===== src/rtl/pipe_pkg.sv =====
// ---------------------------------------------------------------------------
// pipe_pkg
// Shared types and default widths for the pipeline stages of the 5-stage core.
//   mem_state_e   : state encoding of the memory-access stage FSM
//   REG_WIDTH_D   : default datapath width
//   REG_SELECT_D  : default register-index width
//   ADDR_WIDTH_D  : default data-memory address width
// ---------------------------------------------------------------------------
package pipe_pkg;

    localparam int REG_WIDTH_D  = 32;
    localparam int REG_SELECT_D = 5;
    localparam int ADDR_WIDTH_D = 16;

    typedef enum logic [1:0] {
        MS_IDLE = 2'd0,
        MS_WAIT = 2'd1,
        MS_DONE = 2'd2
    } mem_state_e;

endpackage


===== src/rtl/mem_stage_if.sv =====
// ---------------------------------------------------------------------------
// mem_stage_if
// Single-master data-memory request/acknowledge bus.
//   o_mem_req   : request, held until i_mem_ack
//   o_mem_we    : 1 = store, 0 = load
//   o_mem_addr  : byte/word address (ADDR_WIDTH)
//   o_mem_wdata : store data (REG_WIDTH)
//   i_mem_ack   : access complete this cycle
//   i_mem_rdata : load data, valid together with i_mem_ack
// Modports: master = memory stage, slave = memory / bus model.
// ---------------------------------------------------------------------------
interface mem_stage_if
    import pipe_pkg::*;
#(
    parameter int REG_WIDTH  = REG_WIDTH_D,
    parameter int ADDR_WIDTH = ADDR_WIDTH_D
) ();

    logic                  o_mem_req;
    logic                  o_mem_we;
    logic [ADDR_WIDTH-1:0] o_mem_addr;
    logic [REG_WIDTH-1:0]  o_mem_wdata;
    logic                  i_mem_ack;
    logic [REG_WIDTH-1:0]  i_mem_rdata;

    modport master (
        output o_mem_req,
        output o_mem_we,
        output o_mem_addr,
        output o_mem_wdata,
        input  i_mem_ack,
        input  i_mem_rdata
    );

    modport slave (
        input  o_mem_req,
        input  o_mem_we,
        input  o_mem_addr,
        input  o_mem_wdata,
        output i_mem_ack,
        output i_mem_rdata
    );

endinterface


===== src/rtl/mem_stage_watchdog.sv =====
// ---------------------------------------------------------------------------
// mem_watchdog
// Wait-cycle counter with a sticky error flag for the memory stage. Only
// instantiated when MEM_STAGE_TIMEOUT_EN is defined.
//   clk, rst  : clock, asynchronous active-high reset
//   in_wait   : FSM is in MS_WAIT this cycle
//   ack       : bus acknowledge (wins over a timeout in the same cycle)
//   timeout   : this is the TIMEOUT_CYCLES-th wait cycle without ack
//   error     : sticky, set by the first timeout, cleared only by rst
// ---------------------------------------------------------------------------
module mem_watchdog #(
    parameter int unsigned TIMEOUT_CYCLES = 255
) (
    input  logic clk,
    input  logic rst,
    input  logic in_wait,
    input  logic ack,
    output logic timeout,
    output logic error
);

    localparam int CNT_W = $clog2(TIMEOUT_CYCLES + 1);
    // Counter holds the number of wait cycles already completed, so the
    // TIMEOUT_CYCLES-th wait cycle is the one where it equals TIMEOUT_CYCLES-1.
    localparam logic [CNT_W-1:0] LAST_WAIT = CNT_W'(TIMEOUT_CYCLES - 1);

    logic [CNT_W-1:0] count_reg;
    logic             error_reg;

    assign timeout = in_wait & ~ack & (count_reg == LAST_WAIT);
    assign error   = error_reg;

    always_ff @(posedge clk or posedge rst) begin
        if (rst) begin
            count_reg <= '0;
            error_reg <= 1'b0;
        end else begin
            // Any state other than MS_WAIT clears the count, so each access
            // starts from zero when it leaves MS_IDLE.
            if (in_wait) begin
                count_reg <= count_reg + 1'b1;
            end else begin
                count_reg <= '0;
            end
            if (timeout) begin
                error_reg <= 1'b1;
            end
        end
    end

endmodule


===== src/rtl/mem_stage.sv =====
// ---------------------------------------------------------------------------
// mem_stage
// Memory-access stage between pipe_M and pipe_W. Issues loads/stores on the
// data-memory bus and holds o_stall while an access is outstanding.
//   clk, rst           : clock, asynchronous active-high reset
//   i_enable           : pipeline advance; leaves MS_DONE when high
//   i_reg_b            : store data
//   i_alu_data         : ALU result / effective address (low ADDR_WIDTH bits)
//   i_reg_c_select     : destination register
//   i_is_write/load/store : control from pipe_M (load wins over store)
//   o_mem_data         : load data for pipe_W (0 except in MS_DONE)
//   o_alu_data, o_reg_c_select, o_is_write, o_is_load : pass-through
//   o_stall            : access in flight
//   o_mem_error        : sticky timeout flag
//   mem                : data-memory bus (master side)
// Optional: define MEM_STAGE_TIMEOUT_EN to abandon an access after
// TIMEOUT_CYCLES wait cycles and flag o_mem_error.
// ---------------------------------------------------------------------------
module mem_stage
    import pipe_pkg::*;
#(
    parameter int          REG_WIDTH      = REG_WIDTH_D,
    parameter int          REG_SELECT     = REG_SELECT_D,
    parameter int          ADDR_WIDTH     = ADDR_WIDTH_D,
    parameter int unsigned TIMEOUT_CYCLES = 255
) (
    input  logic                  clk,
    input  logic                  rst,
    input  logic                  i_enable,
    input  logic [REG_WIDTH-1:0]  i_reg_b,
    input  logic [REG_WIDTH-1:0]  i_alu_data,
    input  logic [REG_SELECT-1:0] i_reg_c_select,
    input  logic                  i_is_write,
    input  logic                  i_is_load,
    input  logic                  i_is_store,
    output logic [REG_WIDTH-1:0]  o_mem_data,
    output logic [REG_WIDTH-1:0]  o_alu_data,
    output logic [REG_SELECT-1:0] o_reg_c_select,
    output logic                  o_is_write,
    output logic                  o_is_load,
    output logic                  o_stall,
    output logic                  o_mem_error,
    mem_stage_if.master           mem
);

    if (TIMEOUT_CYCLES < 1) begin : g_bad_timeout_cfg
        $error("mem_stage: TIMEOUT_CYCLES must be at least 1");
    end

    mem_state_e           state_reg;
    mem_state_e           state_next;
    logic [REG_WIDTH-1:0] data_reg;
    logic [REG_WIDTH-1:0] data_next;
    logic                 req_active;
    logic                 mem_op;
    logic                 timeout;

    assign mem_op = i_is_load | i_is_store;

    assign o_alu_data     = i_alu_data;
    assign o_reg_c_select = i_reg_c_select;
    assign o_is_write     = i_is_write;
    assign o_is_load      = i_is_load;

`ifdef MEM_STAGE_TIMEOUT_EN
    mem_watchdog #(
        .TIMEOUT_CYCLES (TIMEOUT_CYCLES)
    ) u_watchdog (
        .clk     (clk),
        .rst     (rst),
        .in_wait (state_reg == MS_WAIT),
        .ack     (mem.i_mem_ack),
        .timeout (timeout),
        .error   (o_mem_error)
    );
`else
    assign timeout     = 1'b0;
    assign o_mem_error = 1'b0;
`endif

    always_ff @(posedge clk or posedge rst) begin
        if (rst) begin
            state_reg <= MS_IDLE;
            data_reg  <= '0;
        end else begin
            state_reg <= state_next;
            data_reg  <= data_next;
        end
    end

    always_comb begin
        state_next = state_reg;
        data_next  = data_reg;
        req_active = 1'b0;
        case (state_reg)
            MS_IDLE: begin
                if (mem_op) begin
                    req_active = 1'b1;
                    if (mem.i_mem_ack) begin
                        data_next  = i_is_load ? mem.i_mem_rdata : '0;
                        state_next = MS_DONE;
                    end else begin
                        state_next = MS_WAIT;
                    end
                end
            end
            MS_WAIT: begin
                // Upstream is frozen, so the request fields stay stable
                // without being registered here.
                req_active = 1'b1;
                if (mem.i_mem_ack) begin
                    data_next  = i_is_load ? mem.i_mem_rdata : '0;
                    state_next = MS_DONE;
                end else if (timeout) begin
                    data_next  = '0;
                    state_next = MS_DONE;
                end
            end
            MS_DONE: begin
                if (i_enable) begin
                    state_next = MS_IDLE;
                end
            end
            default: begin
                state_next = MS_IDLE;
            end
        endcase
    end

    // Gating with rst drops the request the instant reset is asserted rather
    // than at the next clock, so a mid-access reset abandons the bus at once.
    always_comb begin
        o_stall         = req_active & ~rst;
        mem.o_mem_req   = req_active & ~rst;
        mem.o_mem_we    = req_active & ~rst & i_is_store & ~i_is_load;
        mem.o_mem_addr  = (req_active & ~rst) ? i_alu_data[ADDR_WIDTH-1:0] : '0;
        mem.o_mem_wdata = (req_active & ~rst & i_is_store & ~i_is_load) ? i_reg_b : '0;
        o_mem_data      = (state_reg == MS_DONE) ? data_reg : '0;
    end

endmodule


===== src/flat_wrapper.sv =====
// flat-port wrapper written by rule: the top's interface ports become plain ports
module mem_stage_flat import pipe_pkg::*;
#(
    parameter int          REG_WIDTH      = REG_WIDTH_D,
    parameter int          REG_SELECT     = REG_SELECT_D,
    parameter int          ADDR_WIDTH     = ADDR_WIDTH_D,
    parameter int unsigned TIMEOUT_CYCLES = 255
)
  (clk, rst, i_enable, i_reg_b, i_alu_data, i_reg_c_select, i_is_write, i_is_load, i_is_store, o_mem_data, o_alu_data, o_reg_c_select, o_is_write, o_is_load, o_stall, o_mem_error, mem_o_mem_req, mem_o_mem_we, mem_o_mem_addr, mem_o_mem_wdata, mem_i_mem_ack, mem_i_mem_rdata);
  mem_stage_if #(.REG_WIDTH(REG_WIDTH), .ADDR_WIDTH(ADDR_WIDTH)) mem_i ();
  input  logic clk;
  input  logic rst;
  input  logic i_enable;
  input  logic [REG_WIDTH-1:0] i_reg_b;
  input  logic [REG_WIDTH-1:0] i_alu_data;
  input  logic [REG_SELECT-1:0] i_reg_c_select;
  input  logic i_is_write;
  input  logic i_is_load;
  input  logic i_is_store;
  output logic [REG_WIDTH-1:0] o_mem_data;
  output logic [REG_WIDTH-1:0] o_alu_data;
  output logic [REG_SELECT-1:0] o_reg_c_select;
  output logic o_is_write;
  output logic o_is_load;
  output logic o_stall;
  output logic o_mem_error;
  output wire logic [$bits(mem_i.o_mem_req)-1:0] mem_o_mem_req;
  output wire logic [$bits(mem_i.o_mem_we)-1:0] mem_o_mem_we;
  output wire logic [$bits(mem_i.o_mem_addr)-1:0] mem_o_mem_addr;
  output wire logic [$bits(mem_i.o_mem_wdata)-1:0] mem_o_mem_wdata;
  input wire logic [$bits(mem_i.i_mem_ack)-1:0] mem_i_mem_ack;
  input wire logic [$bits(mem_i.i_mem_rdata)-1:0] mem_i_mem_rdata;
  assign mem_o_mem_req = mem_i.o_mem_req;
  assign mem_o_mem_we = mem_i.o_mem_we;
  assign mem_o_mem_addr = mem_i.o_mem_addr;
  assign mem_o_mem_wdata = mem_i.o_mem_wdata;
  assign mem_i.i_mem_ack = mem_i_mem_ack;
  assign mem_i.i_mem_rdata = mem_i_mem_rdata;
  mem_stage #(.REG_WIDTH(REG_WIDTH), .REG_SELECT(REG_SELECT), .ADDR_WIDTH(ADDR_WIDTH), .TIMEOUT_CYCLES(TIMEOUT_CYCLES)) u_core (.clk(clk), .rst(rst), .i_enable(i_enable), .i_reg_b(i_reg_b), .i_alu_data(i_alu_data), .i_reg_c_select(i_reg_c_select), .i_is_write(i_is_write), .i_is_load(i_is_load), .i_is_store(i_is_store), .o_mem_data(o_mem_data), .o_alu_data(o_alu_data), .o_reg_c_select(o_reg_c_select), .o_is_write(o_is_write), .o_is_load(o_is_load), .o_stall(o_stall), .o_mem_error(o_mem_error), .mem(mem_i));
endmodule

===== config.mk =====
export PLATFORM = sky130hd
export DESIGN_NAME = mem_stage_flat
export DESIGN_NICKNAME = d
export VERILOG_FILES = /design/src/rtl/pipe_pkg.sv /design/src/rtl/mem_stage_if.sv /design/src/rtl/mem_stage_watchdog.sv /design/src/rtl/mem_stage.sv /design/src/flat_wrapper.sv
export SDC_FILE = /design/constraint.sdc
export NUM_CORES = 1
export LEC_CHECK = 0
export ABC_AREA = 1
export CAP_MARGIN = 30
export CORE_MARGIN = 5
export CORE_UTILIZATION = 32
export DETAILED_ROUTE_END_ITERATION = 8
export HOLD_SLACK_MARGIN = 0.03
export PLACE_DENSITY = 0.78
export RECOVER_POWER = 25
export SLEW_MARGIN = 40
export SYNTH_ARGS = -nofsm -noshare
export SYNTH_HDL_FRONTEND = slang
export SYNTH_SLANG_ARGS = --single-unit
export TNS_END_PERCENT = 1

===== constraint.sdc =====
create_clock -name clk -period 3.1 [get_ports clk]
set_input_delay 0.62 -clock clk [delete_from_list [all_inputs] [get_ports clk]]
set_output_delay 0.62 -clock clk [all_outputs]
set_load 0.02 [all_outputs]

# == Word level (Yosys, flattened, before mapping) ==
# Index checks and enable logic that the tools add are counted.
# totals
mem_bits_ro,0
inputBits,108
elab_cells,31
ff_bits,34
out_inout_bits,123
latch_bits,0
n_memories,0
mem_bits_rw,0
# op_classes
bitwise,6
muxes,14
magnitude_cmp,0
eq_ne,5
mul,0
n_addsub,0
n_div,0
n_reduce_logical,4
shift,0
# ops
cell,n
2-to-1 mux 32 bit,5
one-hot mux 32 bit (2 select lines),1
2-to-1 mux 16 bit,1
2-to-1 mux 2 bit,4
one-hot mux 2 bit (3 select lines),1
"!= test 2 bit, second input constant",2
bitwise AND 1 bit,3
AND reduction 3 bit,1
"equality test 2 x 1 -> 1 bit, second input constant",1
"equality test 2 bit, second input constant",1
logical NOT 2 bit,1
"!= test 2 x 1 -> 1 bit, second input constant",1
NOT 1 bit,2
one-hot mux 1 bit (2 select lines),1
AND reduction 2 bit,1
nonzero test 2 bit,1
2-to-1 mux 1 bit,1
OR 1 bit,1

# == Depth between registers and ports, before layout ==
# Gate-level depths: netlist of the first run.
# logic_depth
word_depth,7
mapped_depth,7

# == Worst setup path after synthesis of the first run ==
# Ideal clock, no wire load.
# synth_timing
path_kind,input to output
startpoint,in rst
endpoint,out mem_o_mem_wdata[10]
arrival_ns,2.159
path_stages,4
t_required_ns,2.480
path_slack_ns,0.321
path_buffers,1
path_cell_list,inv_1 > nand4_4 > buf_2 > nor2_1
# synth_between
elab_chain_cells,5
# synth_rtl
element,line_no,source
start: declaration,flat_wrapper.sv:12,input logic rst;
NOT 1 bit,mem_stage.sv:137,mem.o_mem_wdata = (req_active & ~rst & i_is_store & ~i_is_load) ? i_reg_b : '0;
bitwise AND 1 bit (3 in series),mem_stage.sv:137,
2-to-1 mux 32 bit,mem_stage.sv:137,
end: declaration,flat_wrapper.sv:30,output wire logic [$bits(mem_i.o_mem_wdata)-1:0] mem_o_mem_wdata;
# Every way passes these cells.

# == Worst setup path in the final report of the first run ==
# layout_timing
startpoint,in rst
endpoint,out mem_o_mem_wdata[2]
# Same word-level chain as after synthesis.

==> flow_summary_export.csv, run 1 <==
group,metric,value,unit
cts,cts_tree,"yes",
run,max-cap-violations,1,
sta,hold_violations,0,
critical_path,start_kind,"input pin",
cts,cts.path.max_buffers,2,
yosys,netlist_top_cells_area,"dfrtp_1 32%, inv_1 17%, nand2_1 14%",
cts,post_cts_resize_count,0,
critical_path,critPathSlowestCell,"clkdlybuf4s50_1",
sta,min_period_over_period,0.959,
cts,clkTransAtPathRegs,0.07,ns
yosys,yosysTopAreaCell,"dfrtp_1",
sta,tightestPinTransition,1.81,ns
critical_path,crit_path_end_kind,"output pin",
sta,slew_violations,35,
sta,rsz0062_at_grt,"no",
final_layout,num_antenna_cells,0,
floorplanning,io_pins,231,
critical_path,cp.arrival,2.35,ns
floorplanning,dieArea,0.0103,sq mm
final_layout,fillers,798,
final_layout,multiInputGateArea,931,sq um
cts,hold_buffers,0,
sta,fin_tns_setup,0,ns
final_layout,largest_reg_flops,32,
floorplanning,core_area,0.00818,sq mm
grt,grt_pass1_wl,13.1,mm
cts,clockRootBuffer,"clkbuf_8",
sta,fin_ws,0.126,ns
route,vias,2815,
floorplanning,placementRows,33,
route,wl_per_cell,12.2,um
route,ant_nets,0,
yosys,synth_area,0.00267,sq mm
yosys,syn_avg_cell_area,6.14,sq um
grt,grt_max_degree,35,
place,dp.cells,671,
final_layout,area_delta_synth_final,63.1,%
yosys,yosysWarnings,0,
power_and_ir_drop,vdd_drop_max,218,uV
critical_path,crit_chain,"dlygate4sd3_1 > clkinv_1 > nand4_4 > buf_12 > nor2_1 > clkdlybuf4s50_1",
yosys,ys_types,16,
route,first_pass_iters,6,
power_and_ir_drop,power_density,374,mW/mm^2
route,routed_via_density,4.15,
yosys,syn_inst,435,
sta,skew,0.00982,ns
cts,cts_sinks,34,
run_status,failed_checks,"max-capacitance violations, max-slew violations",
place,io_buffers,185,
yosys,syn_nets,543,
floorplanning,die_y,101,um
cts,insertion_delay,0.28,ns
final_layout,seq_area,851,sq um
critical_path,r2r_start,"u_core.state_reg[0]",
grt,antenna_found_initial,1,
cts,htreeDepth,2,
sta,max_freq,336,MHz
critical_path,critical_path_class,"in2out",
critical_path,critPathRequiredTime,2.48,ns
place,post-dp-hpwl,6.72,mm
place,place_ws,0.131,ns
yosys,yosysSeqAreaShare,0.319,
route,finalWirelength,8.30,mm
route,drc,0,
cts,cts_buffers,5,
sta,setup_viol,0,
critical_path,crit_path_max_incr_delay,0.64,ns
sta,fin_crit,2.97,ns
critical_path,startpoint,"rst",
final_layout,drive_gt1_frac,0.0314,
critical_path,path_max_fanout,33,
final_layout,final_cells,678,
grt,grt-ovfl-total,0,
run_status,status,"complete, but fails checks",
grt,grt_use_total,0.156,
yosys,synth.top_cell.area_share,0.319,
worst_hold_path,hold_path.class,"reg2reg",
power_and_ir_drop,leakage,2.35,nW
yosys,ys_seq_elements,34,
cts,cts_setup_buffers,0,
grt,grt_pass1_vias,2737,
final_layout,fin_nets,681,
place,gp_congestion,0.684,
floorplanning,initial_utilization,0.326,
route,drt_iter0_markers,76,
sta,slew_headroom,-0.206,
worst_hold_path,hold_start,"u_core.data_reg[18]",
floorplanning,fp.dieW,101,um
## cell usage in the layout, fill, tap and decap left out
| master | count |
|---|---|
| clkdlybuf4s50_1 | 184 |
| inv_1 | 118 |
| nand2_1 | 98 |
| nor2_1 | 80 |
| dfrtp_1 | 34 |
| nand3_1 | 32 |
| clkbuf_8 | 5 |
| buf_4 | 5 |
| nand2_4 | 2 |
| o21ai_0 | 2 |
| a21oi_1 | 2 |
| clkbuf_1 | 2 |
| nor2_4 | 1 |
| nor2_2 | 1 |
| clkinv_1 | 1 |
| nand3_4 | 1 |
| nand4_4 | 1 |
| conb_1 | 1 |
| clkinvlp_4 | 1 |
| dlygate4sd3_1 | 1 |
| buf_12 | 1 |
## worst paths after layout
check / end / slack, ns / cells after the start
setup / recovery: mem_o_mem_wdata[2] / 0.13 / 6
hold / removal: u_core.data_reg[18] / 0.47 / 2
setup reg to reg: u_core.data_reg[15] / 1.67 / 6
hold reg to reg: u_core.data_reg[18] / 0.47 / 2
max in group asynchronous: u_core.data_reg[17] / 0.50 / 3
min in group asynchronous: u_core.data_reg[29] / 1.55 / 3
## critical path: cells and delay by family
family | cells | cell delay (ns)
buffers and inverters | 4 | 1.50
AND/OR/NAND/NOR | 2 | 0.22
## through the flow
stage                     cell area, sq um  utilization  hold WS, ns  power (mW)
after CTS                             4360        0.533        0.477        1.66
after detailed placement              4280        0.523        0.459        1.34
after global placement                4280        0.523        0.455        1.32
after floorplan                       2670            -        0.442        1.05
after global routing                  4350        0.532        0.494        1.76
final                                 4350        0.532        0.475        1.63
## power by group
group	leakage (nW)	internal (mW)	switching, mW
sequential	0.444	0.536	0.0520
clock	0.0373	0.154	0.154
combinational	1.86	0.339	0.394
total	2.35	1.03	0.600
## cell families (layout without fill, tap and decap cells)
| group | count (synthesis) | count (layout) | share of synthesized area |
|---|---|---|---|
| other | 1 | 1 | 0.00141 |
| flip-flops | 34 | 34 | 0.319 |
| AO/OA/AOI/OAI | 4 | 4 | 0.00750 |
| AND/OR/NAND/NOR | 216 | 216 | 0.340 |
| buffers and inverters | 180 | 318 | 0.332 |
## layout make-up
cell class                      count  area share
Clock buffer                        6      0.0167
Clock inverter                      1     0.00172
Sequential cell                    34       0.195
Timing Repair Buffer              192       0.439
Multi-Input combinational cell    221       0.214
Tap cell                          105      0.0302
Inverter                          119       0.103
## synthesized netlist by cell type, drive strengths merged
| library cell | n |
|---|---|
| buf | 61 |
| o21ai | 2 |
| nand4 | 1 |
| inv | 119 |
| nor2 | 82 |
| conb | 1 |
| a21oi | 2 |
| dfrtp | 34 |
| nand2 | 100 |
| nand3 | 33 |
## per-layer routing
layer | global-route usage | wire [um] | vias up
met2 | 0.288 | 4260 | 131
met1 | 0.181 | 3230 | 1222
met3 | 0.0441 | 734 | 12
li1 | - | - | 1448
met4 | 0.0297 | 72 | 2
met5 | 0 | 7 | -
Power figures use the tool's default switching activity.
==> run 2, diff against run 1 <==
--- a/config.mk
+++ b/config.mk
@@ -11,7 +11,7 @@
 export CORE_UTILIZATION = 32
 export DETAILED_ROUTE_END_ITERATION = 8
 export HOLD_SLACK_MARGIN = 0.03
-export PLACE_DENSITY = 0.78
+export PLACE_DENSITY_LB_ADDON = 0.2
 export RECOVER_POWER = 25
 export SLEW_MARGIN = 40
 export SYNTH_ARGS = -nofsm -noshare
==> flow_summary_export.csv, run 2 (synthesis results as in run 1) <==
group,metric,value,unit
floorplanning,fp.dieW,101,um
grt,grt-ovfl-total,0,
grt,grt_max_degree,34,
cts,htreeDepth,2,
cts,cts_buffers,5,
sta,slew_violations,28,
power_and_ir_drop,leakage,2.37,nW
run_status,status,"complete, but fails checks",
route,wl_per_cell,13.6,um
final_layout,final_cells,681,
route,first_pass_iters,4,
final_layout,final_core_util,0.535,
final_layout,final_cell_mix,"182 x clkdlybuf4s50_1, 119 x inv_1, 98 x nand2_1",
critical_path,r2r_start,"u_core.state_reg[1]",
floorplanning,initial_utilization,0.326,
worst_hold_path,holdPathEnd,"u_core.data_reg[5]",
run_status,failed_checks,"max-capacitance violations, max-slew violations",
sta,skew,0.00219,ns
worst_hold_path,hold_depth,2,
place,io_buffers,185,
final_layout,num_antenna_cells,0,
final_layout,largest_reg_flops,32,
route,ant_nets,0,
cts,cts_setup_buffers,0,
cts,insertion_delay,0.28,ns
sta,max_freq,340,MHz
floorplanning,core_area,0.00818,sq mm
route,drt_iter0_markers,48,
grt,antenna_found_initial,0,
cts,cts_sinks,34,
route,routed_via_density,4.14,
final_layout,drive_gt1_frac,0.0417,
place,post-dp-hpwl,7.66,mm
critical_path,r2r_end,"u_core.data_reg[28]",
place,place_ws,0.145,ns
cts,hold_buffers,0,
sta,fin_crit,2.94,ns
final_layout,fin_nets,683,
power_and_ir_drop,power.total,1.67,mW
critical_path,start_kind,"input pin",
critical_path,critical_path_class,"in2out",
route,drc,0,
run,max-cap-violations,1,
route,vias,2816,
power_and_ir_drop,power_density,382,mW/mm^2
floorplanning,die_y,101,um
place,gp_congestion,0.824,
final_layout,final_area,0.00438,sq mm
cts,cts.path.max_buffers,2,
sta,fin_tns_setup,0,ns
cts,clkTransAtPathRegs,0.07,ns
critical_path,critPathRequiredTime,2.48,ns
sta,slew_headroom,-0.0123,
critical_path,cp.arrival,2.32,ns
floorplanning,dieArea,0.0103,sq mm
critical_path,crit_path_end_kind,"output pin",
sta,setup_viol,0,
floorplanning,placementRows,33,
worst_hold_path,hold_start,"u_core.data_reg[5]",
sta,holdWs,0.471,ns
grt,grt_pass1_vias,2821,
final_layout,layout_commonest_cell,"clkdlybuf4s50_1",
final_layout,area_delta_synth_final,64.0,%
power_and_ir_drop,vdd_drop_max,185,uV
sta,rsz0062_at_grt,"no",
critical_path,r2r_setup_slack,1.52,ns
sta,fin_ws,0.162,ns
worst_hold_path,hold_path.class,"reg2reg",
place,dp.cells,673,
sta,tightestPinTransition,1.52,ns
floorplanning,io_pins,231,
sta,min_period_over_period,0.948,
route,finalWirelength,9.29,mm
sta,hold_violations,0,
place,dpl_cell_area,0.00429,sq mm
critical_path,path_max_fanout,33,
cts,cts_tree,"yes",
grt,grt_use_total,0.172,
critical_path,rr_worst_depth,4,
grt,grt_pass1_wl,13.9,mm
cts,post_cts_resize_count,0,
cts,clockRootBuffer,"clkbuf_8",
## run 2: cell types whose count changed in the layout (fill, tap and decap cells not counted)
cell	previous run	this run
buf_4	5	9
clkdlybuf4s50_1	184	182
nor2_2	1	0
dlygate4sd3_1	1	0
clkinv_2	0	1
inv_1	118	119
clkinv_1	1	0
clkbuf_8	5	6
nor2_4	1	2
## run 2: where the power goes
group	leakage (nW)	total (mW)	switching, mW	internal (mW)
registers	0.444	0.587	0.0509	0.536
clock network	0.0472	0.341	0.163	0.178
logic	1.88	0.742	0.398	0.344
## run 2: metal layers
| layer | vias to the layer above | GRT usage | share of wire |
|---|---|---|---|
| met2 | 122 | 0.323 | 0.51 |
| met1 | 1239 | 0.196 | 0.41 |
| li1 | 1445 | - | - |
| met5 | - | 0 | 0 |
| met3 | 10 | 0.0427 | 0.075 |
| met4 | 0 | 0.0358 | 0.011 |
## run 2: final cells by class
class	instances	area [sq um]
fillers	850	3800
repair buffers	194	1920
multi-input cells	221	936
flip-flops and latches	34	851
inverters	119	447
well taps	105	131
clock buffers	6	82.6
clock inverters	2	12.5
## run 2: how the worst max path moves through the flow
stage	end	cells after the start	slack (ns)	from
finish	mem_o_mem_wdata[30]	5	0.16	i_is_store
CTS	mem_o_mem_wdata[30]	5	0.14	i_is_store
global route	mem_o_mem_wdata[24]	6	0.04	rst
global placement	mem_o_mem_wdata[24]	6	0.18	i_is_load
detailed placement	mem_o_mem_wdata[30]	5	0.15	i_is_store
floorplan	mem_o_mem_wdata[10]	4	0.32	rst
## run 2: critical path, stage by stage
cell,delay [ns]
clkdlybuf4s50_1,0.61
nand4_4,0.13
buf_12,0.18
nor2_1,0.09
clkdlybuf4s50_1,0.67
==> run 3, diff against run 2 <==
--- a/config.mk
+++ b/config.mk
@@ -13,6 +13,8 @@
 export HOLD_SLACK_MARGIN = 0.03
 export PLACE_DENSITY_LB_ADDON = 0.2
 export RECOVER_POWER = 25
+export REMOVE_ABC_BUFFERS = 1
+export SKIP_LAST_GASP = 1
 export SLEW_MARGIN = 40
 export SYNTH_ARGS = -nofsm -noshare
 export SYNTH_HDL_FRONTEND = slang
==> flow_summary_export.csv, run 3 (synthesis results as in run 1) <==
group,metric,value,unit
run_status,status,"finished, final reports clean",
run,max-cap-violations,0,
cts,hold_buffers,0,
sta,hold_violations,0,
cts,htreeDepth,2,
final_layout,drive_gt1_frac,0.0364,
critical_path,path_max_fanout,17,
grt,grt_pass1_wl,14.2,mm
floorplanning,placementRows,33,
final_layout,final_area,0.00440,sq mm
floorplanning,die_y,101,um
cts,clockRootBuffer,"clkbuf_8",
sta,fin_tns_setup,0,ns
place,dp.cells,672,
sta,skew,0.00422,ns
power_and_ir_drop,power_density,380,mW/mm^2
final_layout,largest_reg_flops,32,
floorplanning,dieArea,0.0103,sq mm
cts,cts_tree,"yes",
critical_path,cp.arrival,2.43,ns
grt,use_met1,0.209,
critical_path,crit_path_end_kind,"output pin",
grt,antenna_found_initial,0,
floorplanning,initial_utilization,0.326,
place,post-dp-hpwl,7.63,mm
sta,fin_crit,3.05,ns
power_and_ir_drop,power.total,1.67,mW
route,routed_via_density,4.18,
route,wl_per_cell,14.1,um
route,ant_nets,0,
grt,grt_max_degree,34,
sta,tightestPinTransition,1.05,ns
final_layout,layout_commonest_cell,"clkdlybuf4s50_1",
place,place_ws,-0.173,ns
place,dpl_cell_area,0.00427,sq mm
sta,holdWs,0.471,ns
critical_path,critical_path_class,"in2out",
route,finalWirelength,9.62,mm
final_layout,seq_area,851,sq um
final_layout,final_cell_mix,"185 x clkdlybuf4s50_1, 118 x inv_1, 98 x nand2_1",
final_layout,num_antenna_cells,0,
final_layout,final_cells,682,
grt,grt-ovfl-total,0,
floorplanning,core_area,0.00818,sq mm
cts,cts_buffers,5,
route,vias,2849,
cts,clkTransAtPathRegs,0.06,ns
grt,grtUsageMet3,0.0675,
cts,cts.path.max_buffers,2,
grt,grt_pass1_vias,2771,
power_and_ir_drop,vdd_drop_max,204,uV
final_layout,fillers,806,
place,gp_congestion,0.917,
floorplanning,fp.dieW,101,um
sta,fin_ws,0.0519,ns
sta,rsz0062_at_grt,"yes",
final_layout,multiInputGateArea,952,sq um
cts,insertion_delay,0.28,ns
critical_path,start_kind,"input pin",
route,first_pass_iters,4,
sta,slew_headroom,0.303,
route,drc,0,
power_and_ir_drop,leakage,2.36,nW
final_layout,area_delta_synth_final,64.7,%
final_layout,fin_nets,684,
grt,grt_use_total,0.176,
sta,min_period_over_period,0.983,
grt,busiest_layer,"met2",
sta,max_freq,328,MHz
cts,cts_sinks,34,
floorplanning,io_pins,231,
grt,met2_usage,0.304,
final_layout,final_core_util,0.538,
critical_path,critPathRequiredTime,2.48,ns
sta,slew_violations,0,
route,drt_iter0_markers,87,
place,io_buffers,185,
worst_hold_path,hold_path.class,"reg2reg",
sta,setup_viol,0,
==> run 3: final cells by class <==
cell class                      instances  share of cell area
Multi-Input combinational cell        222               0.217
Clock inverter                          1             0.00114
Sequential cell                        34               0.194
Timing Repair Buffer                  194               0.438
Clock buffer                            7              0.0196
Inverter                              119               0.102
Tap cell                              105              0.0299
==> run 3: critical path, cell delays in order <==
cell	delay [ns]
clkdlybuf4s50_1	0.69
nor2_4	0.06
nand2_4	0.08
nand3_4	0.17
nor2_1	0.14
clkdlybuf4s50_1	0.66
==> run 3: metal layers <==
layer  vias to the layer above  wire length (um)
li1                       1451                 -
met1                      1247              3900
met2                       141              4580
met3                        10              1020
met4                         0               115
met5                         -                 0
==> run 3: repair_timing <==
item | in CTS | in global routing
cloned | 1 | 0
buffers inserted | 0 | 1
gates resized for setup | 1 | 0
endpoints found under the setup margin | 32 | 48
pin swaps | 1 | 0
==> run 3: final timing paths <==
kind	startpoint	to	slack (ns)	depth (start not counted)
setup / recovery	i_is_store	mem_o_mem_addr[4]	0.05	6
hold / removal	u_core.data_reg[22]	u_core.data_reg[22]	0.47	2
setup reg to reg	u_core.state_reg[0]	u_core.data_reg[30]	1.64	6
hold reg to reg	u_core.data_reg[22]	u_core.data_reg[22]	0.47	2
max in group asynchronous	rst	u_core.data_reg[19]	1.26	3
min in group asynchronous	rst	u_core.data_reg[24]	0.61	2
==> run 3: report_power, final <==
part           internal, mW  switching, mW  total, mW  leakage (nW)
combinational         0.346          0.407      0.752          1.87
clock                 0.179          0.153      0.332        0.0482
sequential            0.536         0.0528      0.589         0.444
total                  1.06          0.612       1.67          2.36
